$ cat src/rtl/soc_system_gpio_pio_ex.sv
// soc_system_gpio_pio_ex: Avalon-MM GPIO slave with per-bit direction, atomic
// set/clear, synchronised inputs, edge capture and a maskable level interrupt.
//
// Ports:
//   clk, reset_n        system clock, asynchronous active-low reset
//   address[2:0]        register word address
//   chipselect, write_n slave select and active-low write strobe
//   writedata[31:0]     write data; bits at and above WIDTH ignored
//   readdata[31:0]      combinational read data; bits at and above WIDTH read 0
//   in_port[WIDTH]      asynchronous pin inputs
//   out_port[WIDTH]     pin output values
//   oe_port[WIDTH]      pin output enables (1 = drive)
//   irq                 level interrupt, |(edge_capture & mask)
//
// Register map: 0 DATA, 1 DIR, 2 MASK, 3 EDGE (W1C), 4 OUTSET, 5 OUTCLR,
//               6-7 reserved.
module soc_system_gpio_pio_ex #(
  parameter int unsigned       WIDTH       = 12,
  parameter logic [WIDTH-1:0]  RESET_OUT   = '0,
  parameter logic [WIDTH-1:0]  RESET_DIR   = '0,
  parameter int unsigned       EDGE_TYPE   = 0,
  parameter int unsigned       SYNC_STAGES = 2
) (
  input  logic             clk,
  input  logic             reset_n,
  input  logic [2:0]       address,
  input  logic             chipselect,
  input  logic             write_n,
  input  logic [31:0]      writedata,
  output logic [31:0]      readdata,
  input  logic [WIDTH-1:0] in_port,
  output logic [WIDTH-1:0] out_port,
  output logic [WIDTH-1:0] oe_port,
  output logic             irq
);

  localparam int unsigned PRIME_MAX = SYNC_STAGES + 1;
  localparam int unsigned PRIME_W   = $clog2(PRIME_MAX + 1);

  localparam logic [2:0] ADDR_DATA   = 3'd0;
  localparam logic [2:0] ADDR_DIR    = 3'd1;
  localparam logic [2:0] ADDR_MASK   = 3'd2;
  localparam logic [2:0] ADDR_EDGE   = 3'd3;
  localparam logic [2:0] ADDR_OUTSET = 3'd4;
  localparam logic [2:0] ADDR_OUTCLR = 3'd5;

  logic                              wr;
  logic [WIDTH-1:0]                  wd;
  logic [WIDTH-1:0]                  data_out_q;
  logic [WIDTH-1:0]                  dir_q;
  logic [WIDTH-1:0]                  mask_q;
  logic [WIDTH-1:0]                  edge_cap_q;
  logic [SYNC_STAGES-1:0][WIDTH-1:0] sync_q;
  logic [WIDTH-1:0]                  in_sync;
  logic [WIDTH-1:0]                  in_prev_q;
  logic [PRIME_W-1:0]                prime_q;
  logic                              primed;
  logic [WIDTH-1:0]                  rise;
  logic [WIDTH-1:0]                  fall;
  logic [WIDTH-1:0]                  edge_sel;
  logic [WIDTH-1:0]                  edge_det;
  logic [WIDTH-1:0]                  edge_clr;
  logic                              unused_wd;

  assign wr        = chipselect & ~write_n;
  assign wd        = writedata[WIDTH-1:0];
  assign unused_wd = ^writedata;

  // Output and control registers; one address per write so no set/clear conflict.
  always_ff @(posedge clk or negedge reset_n) begin
    if (!reset_n) begin
      data_out_q <= RESET_OUT;
      dir_q      <= RESET_DIR;
      mask_q     <= '0;
    end else if (wr) begin
      case (address)
        ADDR_DATA:   data_out_q <= wd;
        ADDR_DIR:    dir_q      <= wd;
        ADDR_MASK:   mask_q     <= wd;
        ADDR_OUTSET: data_out_q <= data_out_q | wd;
        ADDR_OUTCLR: data_out_q <= data_out_q & ~wd;
        default: ;
      endcase
    end
  end

  // Input synchroniser chain followed by the previous-value flop.
  always_ff @(posedge clk or negedge reset_n) begin
    if (!reset_n) begin
      sync_q    <= '0;
      in_prev_q <= '0;
    end else begin
      sync_q    <= {sync_q[SYNC_STAGES-2:0], in_port};
      in_prev_q <= in_sync;
    end
  end

  assign in_sync = sync_q[SYNC_STAGES-1];

  // Prime counter holds off edge detection until the chain holds real pin data,
  // so a pin already high at reset release is not seen as a rising edge.
  always_ff @(posedge clk or negedge reset_n) begin
    if (!reset_n) begin
      prime_q <= '0;
    end else if (!primed) begin
      prime_q <= prime_q + PRIME_W'(1);
    end
  end

  assign primed = (prime_q == PRIME_W'(PRIME_MAX));

  assign rise = in_sync & ~in_prev_q;
  assign fall = ~in_sync & in_prev_q;

  // Edge polarity selection.
  always_comb begin
    edge_sel = rise;
    case (EDGE_TYPE)
      1:       edge_sel = fall;
      2:       edge_sel = rise | fall;
      default: edge_sel = rise;
    endcase
  end

  assign edge_det = primed ? edge_sel : '0;
  assign edge_clr = (wr && (address == ADDR_EDGE)) ? wd : '0;

  // Edge capture: write-1-to-clear, a coincident new edge keeps the bit set.
  always_ff @(posedge clk or negedge reset_n) begin
    if (!reset_n) begin
      edge_cap_q <= '0;
    end else begin
      edge_cap_q <= (edge_cap_q & ~edge_clr) | edge_det;
    end
  end

  // Combinational read mux; reads have no side effects.
  always_comb begin
    readdata = '0;
    case (address)
      ADDR_DATA: readdata = 32'((dir_q & data_out_q) | (~dir_q & in_sync));
      ADDR_DIR:  readdata = 32'(dir_q);
      ADDR_MASK: readdata = 32'(mask_q);
      ADDR_EDGE: readdata = 32'(edge_cap_q);
      default:   readdata = '0;
    endcase
  end

  assign out_port = data_out_q;
  assign oe_port  = dir_q;
  assign irq      = |(edge_cap_q & mask_q);

endmodule

$ cat config.mk
export PLATFORM = sky130hd
export DESIGN_NAME = soc_system_gpio_pio_ex
export DESIGN_NICKNAME = d
export VERILOG_FILES = /design/src/rtl/soc_system_gpio_pio_ex.sv
export SDC_FILE = /design/constraint.sdc
export NUM_CORES = 1
export LEC_CHECK = 0
export BUFFER_PORTS_ARGS = -buffer_cell sky130_fd_sc_hd__buf_4
export CAP_MARGIN = 20
export CORE_UTILIZATION = 56
export DETAILED_ROUTE_END_ITERATION = 10
export HOLD_SLACK_MARGIN = 0.1
export MAX_ROUTING_LAYER = met4
export PLACE_DENSITY = 0.95
export SYNTH_ARGS = -nofsm -noshare
export SYNTH_HDL_FRONTEND = slang
export SYNTH_SLANG_ARGS = --single-unit
$ cat constraint.sdc
create_clock -name clk -period 3.5 [get_ports clk]
set_input_delay 0.7 -clock clk [delete_from_list [all_inputs] [get_ports clk]]
set_output_delay 0.7 -clock clk [all_outputs]
set_load 0.02 [all_outputs]
# == Word level (Yosys, flattened, before mapping) ==
# Index checks and enable logic that the tools add are counted.
# op_classes
n_addsub,1
n_mul,0
div,0
magnitude_cmp,0
eq_ne,6
n_shift,0
n_mux,4
bitwise_logic,15
reduce_logical,7
# ops
operator,count
32-bit case mux with 4 select lines,1
12-bit AND,5
12-bit inverter,3
12-bit case mux with 3 select lines,1
32-bit by 12-bit AND with 32-bit output,1
12-bit inverter with 32-bit output,1
12-bit by 32-bit bitwise OR with 32-bit output,1
12-bit two-way mux,2
12-bit bitwise OR,2
12-bit OR reduction,1
"3-bit by 2-bit == test with 1-bit output, second input constant",2
"3-bit == test, second input constant",2
2-bit AND reduction,3
"3-bit by 1-bit == test with 1-bit output, second input constant",1
3-bit zero test,1
3-bit nonzero test,1
"2-bit by 1-bit adder with 2-bit output, second input constant",1
"2-bit == test, second input constant",1
1-bit AND,1
1-bit logical AND,1
1-bit inverter,1
# word_totals
ff_bits,86
latchBits,0
ramBits,0
mem_bits_ro,0
inputBits,51
elab_cells,41
mem_count,0

# == Logic depth before layout (Yosys ltp) ==
# depth
word_depth,7
ltp_mapped,5
mapped_depth_nobuf,3

# == Worst setup path after synthesis ==
# OpenSTA, ideal clock, no wires.
# synth_path
kind,input -> output
from,input port address[0]
to,output port readdata[10]
arrival_time_ns,1.832
required_time_ns,2.800
setup_slack_ns,0.968
stages,3
n_path_buf,1
cell_sequence,buf_4 -> or3b_1 -> a311oi_1
# synth_via
elab_chain_len,2
elab_cells_between_ends,5
# synth_lines
item,line,text
from (decl),26,"input logic [2:0] address,"
"3-bit by 2-bit == test with 1-bit output, or another cell as far along",140,case (address)
32-bit case mux with 4 select lines (*),140,
to (decl),30,"output logic [31:0] readdata,"
# Every way passes the cells marked *; elsewhere a longest branch is shown, timed or not.

# == Worst setup path in the final report ==
# layout_path
from,input port address[1]
to,output port readdata[3]
# The elaborated chain is that of the path after synthesis.

==> flow_summary.yaml <==
outcome:
  status: "finished, violations left"
  violations: "DRC"
logic_synthesis:
  synth_ff_type: "dfrtp_1"
  syn_avg_cell_area_sq_um: 12.2
  seq_area_frac_synth_pct: 56.2
  synth.distinct_cells: 35
  netlist_instances: 313
  async_flop_share_pct: 100
  syn_area_sq_um: 3830
  synth_seq_cells: 86
  ys_warn_count: 0
  synth_edf_count: 0
route:
  wirelength_microns: 8940
  drt-vias-per-instance: 5.94
  dr.pass1.iters: 8
  final_antenna_net_count: 0
  wl_met2_microns: 4550
  drt_iter0_markers: 238
  top_layer: "met4"
  met3_length_microns: 782
  drc: 6
  routedLengthMet1_microns: 3470
  via_count: 2739
  avgRoutedWirePerCell_microns: 19.4
layout:
  drive_gt1_share_pct: 32.6
  nNetsFinal: 431
  antenna_cells: 0
  area_delta_synth_final_pct: 18.7
  ff_latch_area_sq_um: 2150
  fillCellCount: 452
  multi_input_area_sq_um: 1370
floorplanning:
  core.rowCount: 29
  pin_count: 108
  die-area_sq_um: 7170
  die_x_microns: 84.7
  core-area_sq_um: 6460
  start_util_pct: 59.3
  die_height_microns: 84.7
power:
  cellPowerDensity_nw_per_um2: 564
  vdd.ir_drop.worst_v: 0.000453
  total_power_w: 0.00256
  leakage_nw: 2.18
clock_network:
  clockBufferDepth: 2
  cts_setup_buffers: 0
  cts-root-buf: "clkbuf_8"
  tritoncts: "built"
  htree_levels: 3
  clk_latency_ns: 0.36
  clock_sinks: 86
  ctsHoldBuffers: 0
  post_cts_resized: 0
  cts_inserted_buffers: 9
  clk_pin_slew_ns: 0.09
sta:
  setup_tns_ns: 0
  hold_viol: 0
  min_period_ns: 2.80
  maxSlewViolCount: 0
  finalSetupViolCount: 0
  layout_setup_ws_ns: 0.698
  slew-limit-headroom_pct: 52.1
  period_share_pct: 80.1
  whs_ns: 0.168
  fmax_mhz: 357
  rsz0062_at_grt: "false"
  worst_pin_slew_ns: 0.717
  finClkSkew_ns: 0.0108
critical_path:
  arrival_ns: 2.10
  endpoint_kind: "primary output"
  reg2reg_setup_slack_ns: 2.01
  cp_common_cell: "buf_4"
  cp.buffers_inverters: 3
  cpPeakStageDelay_ns: 0.38
  required_ns: 2.80
  path_class: "input pin to primary output"
  slowest_stage: "a211oi_1"
  critPathLaunchType: "input pin"
  path_max_fanout: 15
  critPathTopFamily: "buffers and inverters"
  cp_cell_sequence: "buf_4, inv_1, o311a_1, a211oi_1, buf_4"
global_route:
  grt-ovfl-total: 0
  antenna_found_initial: 0
  grt.total_usage_pct: 27.1
  grt_pass1_wl_microns: 14100
  grt_pass1_vias: 2789
  grt_max_degree: 87
placed_design:
  preCtsSetupSlack_ns: 0.862
  portBuffers: 67
  gp_congestion: 0.787
  place_hpwl_microns: 5620
min_path:
  holdCritPathClass: "input pin to asynchronous set/reset pin"
job:
  cap_violations: 0
-- sequential cells by signal, summed over array words and instances, names as in the netlist --
name,flops
edge_cap_q,12
in_prev_q,12
in_sync,12
mask_q,12
oe_port,12
out_port,12
sync_q,12
prime_q,2
-- cells in the mapped netlist (all sizes together), types with 2 or more instances --
cell     instances  area [sq um]
a211oi          23           223
a221oi           3          26.3
a22o             3          26.3
a311oi           2          17.5
and2b            2          15.0
buf             32           229
clkbuf           4          15.0
dfrtp           86          2150
inv             35           131
mux2            25           319
mux2i           10           100
nand2           14          52.6
nand3           13          65.1
nor2b            4          25.0
o21ai           11          55.1
o22ai           13          81.3
o2bb2ai         11          96.3
o311a            9          90.1
or3b             3          28.8
-- kinds of logic (layout without fill, tap and decap cells) --
family                     count (synthesis)  count (layout)  share of synthesized area [%]
AOI/OAI and AO/OA                         78              78                           16.7
muxes                                     35              35                           11.0
xor gates and xnor gates                   1               1                          0.229
other                                      1              20                         0.0980
adders and majority gates                  1               1                          0.327
DFF                                       86              86                           56.2
and+or+nand+nor                           40              40                           5.69
buffers and inverters                     71             123                           9.81
-- cell usage in the layout (no fill, tap or decap), types with 11 or more instances in the layout --
cell type / synthesis / layout
nand2_1: 14 / 14
o21ai_0: 11 / 11
o22ai_1: 13 / 13
nand3_1: 13 / 13
inv_1: 35 / 35
o2bb2ai_1: 11 / 11
mux2_2: 15 / 15
a211oi_1: 13 / 13
conb_1: 1 / 20
buf_4: 23 / 71
dfrtp_1: 86 / 86
-- per-layer routing --
| metal | vias up | global-route usage [%] |
|---|---|---|
| met3 | 13 | 5.31 |
| met5 | - | - |
| met2 | 141 | 41.8 |
| met4 | 0 | 14.8 |
| li1 | 1207 | - |
| met1 | 1378 | 34.0 |
-- stage by stage --
step                cell area, sq um  utilization (%)  cells
floorplan                       3900                -    332
global placement                4280             66.3    444
finish                          4540             70.3    461
global route                    4540             70.3    461
CTS                             4520             69.9    460
detailed placement              4280             66.3    444
-- report_power, final --
part           switching (W)  internal (W)  leakage, nW
sequential          0.000103       0.00111        0.990
clock               0.000365      0.000426        0.113
combinational       0.000297      0.000259         1.08
total               0.000765       0.00180         2.18
-- area by class of cell --
class | count | share of cell area, %
repair buffers | 72 | 12.3
clock buffers | 10 | 3.03
flip-flops and latches | 86 | 47.4
multi-input cells | 175 | 30.2
inverters | 35 | 2.89
clock inverters | 6 | 2.07
well taps | 77 | 2.12
-- worst paths after layout --
kind	startpoint	end	cells after the start
worst max-delay path	address[1]	readdata[3]	5
worst min-delay path	reset_n	oe_port[3]	1
worst max register to register	prime_q[0]	prime_q[1]	2
worst min register to register	sync_q[6]	in_sync[6]	0
max in group asynchronous	reset_n	prime_q[0]	2
min in group clk	sync_q[6]	in_sync[6]	0
Note: power is estimated with default switching activity, not from simulation.
